## src/rtl/nn_reset_sequencer.sv

```systemverilog
`default_nettype none
// ============================================================================
// Module   : nn_reset_sequencer
// Purpose  : Power-on / software reset generator with staged, ascending
//            per-channel release of active-low reset outputs.
// Revision : 1.0 - initial release
// ============================================================================
module nn_reset_sequencer #(
    parameter int NUM_CHANNELS         = 4,
    parameter int INITIAL_RESET_CYCLES = 5,
    parameter int SW_RESET_CYCLES      = 3,
    parameter int STAGE_GAP_CYCLES     = 2
) (
    input  logic                    clk,
    input  logic                    reset,
    input  logic                    sw_req,
    input  logic [NUM_CHANNELS-1:0] sw_mask,
    output logic                    sw_ack,
    output logic [NUM_CHANNELS-1:0] reset_out,
    output logic                    all_released,
    output logic                    busy
);

    localparam int c_MAX_A   = (INITIAL_RESET_CYCLES > SW_RESET_CYCLES) ?
                               INITIAL_RESET_CYCLES : SW_RESET_CYCLES;
    localparam int c_MAX_CYC = (c_MAX_A > STAGE_GAP_CYCLES) ? c_MAX_A : STAGE_GAP_CYCLES;
    localparam int c_CW      = $clog2(c_MAX_CYC + 1);

    localparam logic [c_CW-1:0] c_INIT_LAST = c_CW'(INITIAL_RESET_CYCLES - 1);
    localparam logic [c_CW-1:0] c_SW_LAST   = c_CW'(SW_RESET_CYCLES - 1);
    localparam logic [c_CW-1:0] c_GAP_LAST  = c_CW'(STAGE_GAP_CYCLES - 1);
    localparam logic [c_CW-1:0] c_CNT_MAX   = '1;
    localparam logic [c_CW-1:0] c_CNT_ONE   = c_CW'(1);

    localparam logic [NUM_CHANNELS-1:0] c_CH_ONE = NUM_CHANNELS'(1);

    localparam logic [1:0] c_ST_HOLD    = 2'd0;
    localparam logic [1:0] c_ST_RELEASE = 2'd1;
    localparam logic [1:0] c_ST_RUN     = 2'd2;
    localparam logic [1:0] c_ST_SW_HOLD = 2'd3;

    logic                    r_sync1;
    logic                    r_sync2;
    logic [1:0]              r_state;
    logic [c_CW-1:0]         r_cnt;
    logic [NUM_CHANNELS-1:0] r_pending;

    logic [NUM_CHANNELS-1:0] w_lowest;
    logic [NUM_CHANNELS-1:0] w_remaining;
    logic                    w_release_now;
    logic                    w_counting;
    logic                    w_accept;

    // Two's-complement trick isolates the lowest set pending bit.
    always_comb begin
        w_lowest    = r_pending & ((~r_pending) + c_CH_ONE);
        w_remaining = r_pending & ~w_lowest;
        w_release_now = 1'b0;
        w_counting    = 1'b0;
        case (r_state)
            c_ST_HOLD: begin
                w_release_now = r_sync2 && (r_cnt == c_INIT_LAST);
                w_counting    = r_sync2;
            end
            c_ST_RELEASE: begin
                w_release_now = (r_cnt == c_GAP_LAST);
                w_counting    = 1'b1;
            end
            c_ST_SW_HOLD: begin
                w_release_now = (r_cnt == c_SW_LAST);
                w_counting    = 1'b1;
            end
            default: begin
                w_release_now = 1'b0;
                w_counting    = 1'b0;
            end
        endcase
        w_accept = (r_state == c_ST_RUN) && sw_req && (sw_mask != '0);
    end

    always_ff @(posedge clk or negedge reset) begin
        if (!reset) begin
            r_sync1 <= 1'b0;
            r_sync2 <= 1'b0;
        end else begin
            r_sync1 <= 1'b1;
            r_sync2 <= r_sync1;
        end
    end

    always_ff @(posedge clk or negedge reset) begin
        if (!reset) begin
            r_state      <= c_ST_HOLD;
            r_cnt        <= '0;
            r_pending    <= '1;
            reset_out    <= '0;
            sw_ack       <= 1'b0;
            all_released <= 1'b0;
            busy         <= 1'b1;
        end else begin
            sw_ack <= 1'b0;
            if (w_release_now) begin
                reset_out <= reset_out | w_lowest;
                r_pending <= w_remaining;
                r_cnt     <= '0;
                // The final release and the entry into RUN share one edge.
                if (w_remaining == '0) begin
                    r_state      <= c_ST_RUN;
                    all_released <= 1'b1;
                    busy         <= 1'b0;
                end else begin
                    r_state <= c_ST_RELEASE;
                end
            end else if (w_accept) begin
                r_pending    <= sw_mask;
                reset_out    <= reset_out & ~sw_mask;
                sw_ack       <= 1'b1;
                r_cnt        <= '0;
                r_state      <= c_ST_SW_HOLD;
                all_released <= 1'b0;
                busy         <= 1'b1;
            end else if (w_counting && (r_cnt != c_CNT_MAX)) begin
                r_cnt <= r_cnt + c_CNT_ONE;
            end
        end
    end

endmodule
`default_nettype wire

```

## config.mk

```make
export PLATFORM = sky130hd
export DESIGN_NAME = nn_reset_sequencer
export DESIGN_NICKNAME = d
export VERILOG_FILES = /design/src/rtl/nn_reset_sequencer.sv
export SDC_FILE = /design/constraint.sdc
export NUM_CORES = 1
export LEC_CHECK = 0
export BUFFER_PORTS_ARGS = -buffer_cell sky130_fd_sc_hd__buf_2
export CAP_MARGIN = 5
export CORE_MARGIN = 4
export CORE_UTILIZATION = 48
export DETAILED_ROUTE_END_ITERATION = 10
export PLACE_DENSITY = 0.72
export SYNTH_ARGS = -nofsm -noshare
export SYNTH_HDL_FRONTEND = slang
export SYNTH_SLANG_ARGS = --single-unit
```

## constraint.sdc

```tcl
create_clock -name clk -period 1.7 [get_ports clk]
set_input_delay 0.34 -clock clk [delete_from_list [all_inputs] [get_ports clk]]
set_output_delay 0.34 -clock clk [all_outputs]
set_load 0.005 [all_outputs]
```

## Yosys cells after proc, flatten, opt, wreduce, memory -nomap -nowiden

Cells that the tools add are included.
Widths: inputs -> output; s select.

| storage, ports and cells | value |
|---|---|
| output and inout port bits | 7 |
| logic and storage cells | 57 |
| register bits after elaboration | 18 |

| cells by class | value |
|---|---|
| add/sub/neg operators | 2 |
| muxes and demuxes | 20 |
| bitwise logic cells | 7 |
| eq/ne operators | 8 |
| reduce and logical (&&, ||, !) cells | 11 |

Operators by type and width:

| kind | number |
|---|---|
| $mux 4 | 4 |
| $and 4x4->4 | 3 |
| $not 4->4 | 3 |
| $mux 3 | 3 |
| $mux 1 | 8 |
| $mux 2 | 3 |
| $add 4x1->4 const B | 1 |
| $eq 2x2->1 const B | 2 |
| $logic_and 1x1->1 | 4 |
| $logic_not 4->1 | 1 |
| $or 4x4->4 | 1 |
| $reduce_bool 4->1 | 1 |
| $add 3x1->3 const B | 1 |
| $eq 3x1->1 const B | 1 |
| $eq 3x2->1 const B | 1 |
| $eq 3x3->1 const B | 1 |
| $ne 3x3->1 const B | 1 |
| $pmux 1 s3 | 1 |
| $reduce_bool 3->1 | 1 |
| $eq 2x1->1 const B | 1 |
| $logic_not 2->1 | 1 |
| $ne 2x1->1 const B | 1 |
| $pmux 1 s2 | 1 |
| $reduce_and 2->1 | 1 |
| other kinds (2) | 2 |

## Depth between registers and ports, before layout

Gate-level depths: netlist (run 1).

| logic depth | value |
|---|---|
| word-level depth | 8 |
| gate-level depth with buffers | 7 |
| gate-level depth less buffers | 6 |

## Worst setup path after synthesis (run 1)

OpenSTA, ideal clock, no wires.

| path | value |
|---|---|
| path kind | register to register |
| from | reg r_cnt[1] |
| to | reg r_state[1] |
| arrival | 1.592 ns |
| required time | 1.575 ns |
| buffers on the path | 1 |
| setup time | 0.125 ns |
| stages on the path, launching flop included | 6 |
| path slack | -0.017 ns |
| clock period less this slack | 1.717 ns |
| cell sequence | dfrtp_1 -> or3b_1 -> a211oi_2 -> or2_1 -> buf_6 -> mux2_4 |

| between the ends | value |
|---|---|
| word-level cells in the longest chain between the ends | 4 |
| elaborated cells on any way between the ends | 7 |
| those cells by class | eq/ne: 3; mux: 2; reduce/logical: 2 |

RTL lines:

| item | line | source |
|---|---|---|
| start, declared | 45 | `logic [c_CW-1:0] r_cnt;` |
| start signal, assigned | 123 | `r_cnt <= r_cnt + c_CNT_ONE;` |
| $eq 3x3->1 | 62 | `w_release_now = r_sync2 && (r_cnt == c_INIT_LAST);` |
| $logic_and 1x1->1 | 62 |  |
| $pmux 1 s3 * | 60 | `case (r_state)` |
| $mux 2 or $reduce_bool 2->1 (tied branches) | n/a |  |
| end signal, assigned | 108 | `r_state <= c_ST_RUN;` |
| end signal, assigned | 112 | `r_state <= c_ST_RELEASE;` |
| end signal, assigned | 119 | `r_state <= c_ST_SW_HOLD;` |
| end, declared | 44 | `logic [1:0] r_state;` |

Mark *: on every way between the ends. The rest lies on a longest branch, timed or not.
A chain may end at the register's enable or synchronous reset.

## Worst setup path in the final report (run 1)

| path | value |
|---|---|
| from | reg r_state[1] |
| to | reg r_pending[2] |

| between the ends | value |
|---|---|
| word-level cells in the longest chain between the ends | 4 |
| elaborated cells on any way between the ends | 9 |
| those cells by class | eq/ne: 3; mux: 2; reduce/logical: 4 |

RTL lines:

| item | line | source |
|---|---|---|
| start signal, assigned | 93 | `r_state <= c_ST_HOLD;` |
| start signal, assigned | 108 |  |
| start signal, assigned | 112 |  |
| parallel branches: the longest is 4 deep, another holds $mux 4 | n/a |  |
| end signal, assigned | 104 | `r_pending <= w_remaining;` |
| end signal, assigned | 115 | `r_pending <= sw_mask;` |
| end, declared | 46 | `logic [NUM_CHANNELS-1:0] r_pending;` |

Parallel ways; which one is timed is not known.

==> results of run 1 <==
[power by group]
part           switching [µW]  total [µW]  internal (µW)
logic                    15.0        21.9           6.89
clock network             123         214           91.0
registers               0.714         432            431
total                     139         667            529
[cell families (layout without fill, tap and decap cells)]
family                   Yosys count  count (layout)  share of synthesized area, %
AO/OA/AOI/OAI                     17              17                         18.12
XOR/XNOR                           1               1                         1.031
adder cells (fa/ha/maj)            3               3                         4.419
buffers and inverters              8              35                         4.565
flip-flops                        18              18                         53.76
multiplexers                       3               3                         4.123
other                              1               1                        0.4414
AND/OR/NAND/NOR                   23              23                         13.55
[area by class of cell]
cell class	instances	area share (%)
Sequential cell	18	42.89
Timing Repair Buffer	25	14.81
Inverter	6	2.115
Multi-Input combinational cell	48	34.90
Clock buffer	4	2.468
Tap cell	24	2.820
[synthesized netlist by cell type (all sizes together)]
library cell / count / area share (%)
dfrtp: 13 / 38
nand2: 8 / 3.5
nor2: 7 / 3.1
inv: 6 / 2.7
dfstp: 5 / 15
a32o: 3 / 3.7
ha: 3 / 4.4
o21ai: 3 / 1.8
a211oi: 2 / 2.4
a21o: 2 / 1.8
buf: 2 / 1.9
mux2i: 2 / 2.4
nor3: 2 / 1.2
o21a: 2 / 1.9
a21oi: 1 / 0.59
a22o: 1 / 1.0
a22oi: 1 / 0.88
and3b: 1 / 1.0
conb: 1 / 0.44
mux2: 1 / 1.8
nand2b: 1 / 0.74
nand3b: 1 / 0.88
o31ai: 1 / 0.88
o41ai: 1 / 3.2
or2: 1 / 0.74
or3: 1 / 1.3
or3b: 1 / 1.0
xnor2: 1 / 1.0
[worst max-delay path, delay by kind of cell (launching register included)]
| kind | cells | cell delay, ns |
|---|---|---|
| AO/OA/AOI/OAI | 3 | 0.58 |
| flip-flops | 1 | 0.42 |
| AND/OR/NAND/NOR | 1 | 0.40 |
| buffers and inverters | 1 | 0.17 |
[state kept, by name, indices dropped and copies added, names as in the netlist]
signal / count
r_cnt: 3
reset_out: 4
r_state: 2
busy: 1
all_released: 1
sw_ack: 1
r_sync2: 1
r_pending: 4
r_sync1: 1
[layer usage]
layer | vias to the layer above | global-route usage, %
li1 | 309 | -
met4 | 0 | 6.912
met2 | 11 | 21.52
met3 | 2 | 3.916
met5 | - | 0
met1 | 297 | 21.32
[per-stage QoR]
step	power, µW	TNS, ns	instance area [µm²]
floorplan	440.4	0	849.6
global placement	459.0	0	965.9
detailed placement	459.6	0	965.9
CTS	674.9	0	1010
global route	699.9	-0.0002269	1065
finish	667.5	0	1065
[worst max-delay path by stage]
stage,cells after the start,to,from
detailed placement,4,r_state[1],r_cnt[1]
finish,5,r_pending[2],r_state[1]
floorplan,5,r_state[1],r_cnt[1]
CTS,5,r_pending[2],r_cnt[1]
global route,4,r_state[1],r_state[1]
global placement,4,r_state[1],r_cnt[1]
[repair_timing]
item                                    in CTS  in global routing
hold endpoints to repair                    13                  0
endpoints found under the setup margin       1                 12
hold buffers                                 1                  0
resized for setup                            0                  4
setup buffers                                1                  5
pin swaps                                    1                  3
==> metrics.md, run 1 <==
| Metric | Value |
|---|---|
| DR WL met2 | 721 µm |
| Pwr Density | 626.9 nW/µm² |
| Max Buffers Root-to-Sink | 2 |
| Final wirelength | 1627 µm |
| Row count | 14 |
| Die Y | 50.07 µm |
| Distinct cells, synth | 34 |
| Routed vias | 619 |
| Routed vias/inst | 4.952 |
| DRC | 0 |
| Final core utilization | 66.80% |
| ANT nets after route | 0 |
| Global-route wire length before repair | 2918 µm |
| Yosys warning total | 0 |
| Clk_lat worst skew | 0.28 ns |
| Starting Density | 53.30% |
| Antenna Cells | 0 |
| Crit share post-route | 96.26% |
| Total grt overflow | 0 |
| Worst R2R Path Depth | 5 |
| Detailed placement HPWL | 1160 µm |
| Max Used Layer | met4 |
| Slowest stage delay, CP | 0.42 ns |
| Largest net degree at the start of global routing | 19 |
| Most frequent cells in the layout | dfrtp_1 (13), buf_2 (13), buf_4 (11) |
| Final worst slack | 0.06351 ns |
| Clock Sinks | 18 |
| Footprint of the multi-input gates | 371.6 µm² |
| Crit end category | register |
| Clk pin slew, worst setup/hold paths | 0.10 ns |
| Nets | 112 |
| CTS Root Cell | clkbuf_4 |
| Post-place setup slack | 0.01115 ns |
| Setup CP Type | register to register |
| Setup violators final | 0 |
| Area delta synth->final | 25.33% |
| Num ports | 14 |
| Outcome | complete, no violations |
| Slowest-stage cell, CP | dfrtp_1 |
| Min-delay src | sw_mask[1] |
| Dpl cells | 114 |
| Max Slew Vio Count | 0 |
| TritonCTS Buffers | 3 |
| Max Cap Viol | 0 |
| Width of the die | 50.07 µm |
| Cells after Synth | 74 |
| Pre-Repair DR Iteration Count | 4 |
| Tot GR Track Use | 15.18% |
| Vias in the first global route | 675 |
| Crit Reg-Reg Endpoint | r_pending[2] |
| Critical path required time | 1.92 ns |
| Worst setup SP type | register |
| Iter 0 DRT Violations | 20 |
| Drt wl/cell | 13.02 µm |
| Fraction of layout cells with a size suffix above 1 | 42.57% |
| Synth Register Bits | 18 |
| Hold Path Depth | 3 |
| # fillers | 125 |
| Sequential element share of the synthesized area | 53.76% |
| P_leak | 0.0005317 µW |
| Htree depth | 1 |
| Hold path endpoint | r_pending[1] |
| Syn Nets | 84 |
| WP data arrival | 1.85 ns |
| Hold_ws | 0.3155 ns |
| Antenna violations before repair | 0 |
| M1 WL | 836 µm |
| VDD IR max | 0.4800 mV |
| Port bufs | 13 |
| CP max FO | 4 |
| Tmin final | 1.636 ns |
| Fmax | 611.1 MHz |
| R2R setup slack | 0.06 ns |
| DR WL met3 | 55 µm |
| CP cell instances | or3b_1, a211oi_2, buf_4, o21ai_2, a32o_1 |
| Mapped Area | 849.6 µm² |
| Avg Cell Area, Syn | 11.48 µm² |
| Post-route insts no fill | 125 |
| Min-Delay Path Class | primary input to register |
| Critical R2R Launch | r_state[1] |
| Clock skew | 0.005918 ns |
| CTS tree | yes |
| Total core area | 1594 µm² |
| Die area | 2507 µm² |
| Final hold vios | 0 |
| Register Area | 456.7 µm² |
| GP Congestion | 0.7735 |
Power figures use the tool's default switching activity.
==> run 2, diff against run 1 <==
SETUP_SLACK_MARGIN = 0.2   (was not set)
==> run 2 against run 1 <==
Against the previous run: sequential share of layout area is 2.2 points lower; setup slack better by 0.018 ns; design area up 5.3%; first-iteration DRC count decreased by 75%; fmax rose by 1.1%; power up 6.2%; register-to-register slack improved by 0.02 ns; routed wire length up 7.8%; global-route usage rose by 1.9 points; via count up 2.3%; largest power group unchanged; highest routed layer unchanged.
==> metrics.md, run 2 (same netlist as run 1, synthesis figures left out) <==
| Metric | Value |
|---|---|
| Hold Path Depth | 3 (unchanged) |
| WP data arrival | 1.80 ns (-0.05 ns) |
| Final hold vios | 0 (unchanged) |
| Hold path endpoint | r_pending[0] |
| Min-Delay Path Class | primary input to register |
| Htree depth | 1 (unchanged) |
| Fmax | 617.8 MHz (+1.1%) |
| Critical R2R Launch | r_cnt[0] |
| Tot GR Track Use | 17.07% (+1.9 points) |
| Antenna violations before repair | 0 (unchanged) |
| P_leak | 0.0005321 µW (about the same) |
| CTS tree | yes |
| Port bufs | 13 (unchanged) |
| Hold_ws | 0.3123 ns (-0.003196 ns) |
| Routed vias/inst | 5.064 (+2.3%) |
| Die area | 2507 µm² (unchanged) |
| Worst setup SP type | register |
| CTS Root Cell | clkbuf_4 |
| Final core utilization | 70.33% (+3.5 points) |
| Most frequent cells in the layout | dfrtp_1 (13), buf_2 (13), buf_4 (9) |
| Setup violators final | 0 (unchanged) |
| Row count | 14 (unchanged) |
| Antenna Cells | 0 (unchanged) |
| Crit end category | register |
| Routed vias | 633 (+2.3%) |
| Detailed placement HPWL | 1208 µm (+4.2%) |
| Outcome | complete, no violations |
| Setup CP Type | register to register |
| Die Y | 50.07 µm (unchanged) |
| Iter 0 DRT Violations | 5 (-75%) |
| Global-route wire length before repair | 3125 µm (+7.1%) |
| Final wirelength | 1754 µm (+7.8%) |
| Post-route insts no fill | 125 (unchanged) |
| Fin area | 1121 µm² (+5.3%) |
| Biggest regs | r_pending (4), reset_out (4), r_cnt (3) |
| Pre-Repair DR Iteration Count | 3 (-1) |
| Crit Reg-Reg Endpoint | r_state[1] |
| Num ports | 14 (unchanged) |
| RSZ-0062 raised after global routing | true |
| Placement Cell Area | 973.4 µm² (+0.78%) |
| Final setup TNS | 0 ns (unchanged) |
| Dpl cells | 115 (+0.88%) |
| Clock Sinks | 18 (unchanged) |
| Crit share post-route | 95.21% (-1.1 points) |
| CP max FO | 5 (+1) |
| Tmin final | 1.619 ns (-0.01794 ns) |
| Min-delay src | sw_mask[0] |
| Largest net degree at the start of global routing | 19 (unchanged) |
| TritonCTS Buffers | 3 (unchanged) |
| Total grt overflow | 0 (unchanged) |
| ANT nets after route | 0 (unchanged) |
| Vias in the first global route | 665 (-1.5%) |
| Max Cap Viol | 0 (unchanged) |
| Pwr Density | 632.1 nW/µm² (+0.84%) |
| R2R setup slack | 0.08 ns (+0.02 ns) |
| Nets | 112 (unchanged) |
| DRC | 0 (unchanged) |
| Clk pin slew, worst setup/hold paths | 0.10 ns (about the same) |
| Starting Density | 53.30% (unchanged) |
| Max Slew Vio Count | 0 (unchanged) |
| Width of the die | 50.07 µm (unchanged) |
| # fillers | 119 (-4.8%) |
| Clock skew | 0.002286 ns (-0.003632 ns) |
| Critical path required time | 1.88 ns (-0.04 ns) |
| Worst R2R Path Depth | 4 (-1) |
| VDD IR max | 0.5501 mV (+15%) |
| GP Congestion | 0.7481 (-3.3%) |
| Fraction of layout cells with a size suffix above 1 | 51.49% (+8.9 points) |
| Area delta synth->final | 31.96% |
| Total core area | 1594 µm² (unchanged) |
| Max Buffers Root-to-Sink | 2 (unchanged) |
| Clk_lat worst skew | 0.29 ns (about the same) |
| Drt wl/cell | 14.03 µm (+7.8%) |
==> run 2: routing by layer <==
layer | track usage, % | wire (µm) | part of all wire (%)
met1 | 21.14 | 802 | 46
met2 | 27.83 | 876 | 50
met5 | 0 | 0 | 0
met3 | 5.422 | 59 | 3.4
met4 | 5.530 | 16 | 0.91
==> run 2: area by class of cell <==
cell class	count	area, µm²	share of cell area, %
tap	24	30.03	2.679
sequential	18	456.7	40.74
timing repair buffer	25	165.2	14.73
clock buffer	4	36.28	3.237
multi-input combinational	48	410.4	36.61
inverter	6	22.52	2.009
==> run 2: critical path: stages, from the launching register on <==
cell and delay, ns:
dfrtp_1 0.42, or3b_4 0.40, a211oi_2 0.23, or2_4 0.18, mux2_4 0.29
==> run 2: power by group <==
| group | leakage (µW) | switching [µW] | internal [µW] |
|---|---|---|---|
| Clock | 0.0000210 | 124 | 130 |
| Sequential | 0.000208 | 0.525 | 431 |
| Combinational | 0.000303 | 15.6 | 6.90 |
==> run 2: how the worst max path moves through the flow <==
stage | startpoint | end | slack [ns] | cells past startpoint
after floorplan | r_state[1] | r_state[1] | 0.04 | 5
after global placement | r_cnt[1] | r_state[1] | 0.12 | 4
after detailed placement | r_cnt[1] | r_state[1] | 0.08 | 4
after CTS | r_cnt[0] | reset_out[1] | 0.12 | 7
after global routing | r_cnt[0] | r_state[1] | 0.02 | 4
final | r_cnt[0] | r_state[1] | 0.08 | 4
==> run 2: through the flow <==
| step | power [µW] | setup slack [ns] |
|---|---|---|
| global route | 748.2 | 0.02252 |
| floorplan | 440.4 | 0.03505 |
| detailed placement | 459.4 | 0.08170 |
| global placement | 459.4 | 0.1200 |
| finish | 708.7 | 0.08145 |
| CTS | 718.1 | 0.1243 |
==> run 2: timing repair <==
item,CTS,global route
resized for setup,11,6
cloned,0,0
hold buffers,1,0
setup endpoints to repair,12,15
hold endpoints to repair,13,0
setup buffers,5,0
pin swaps,7,3
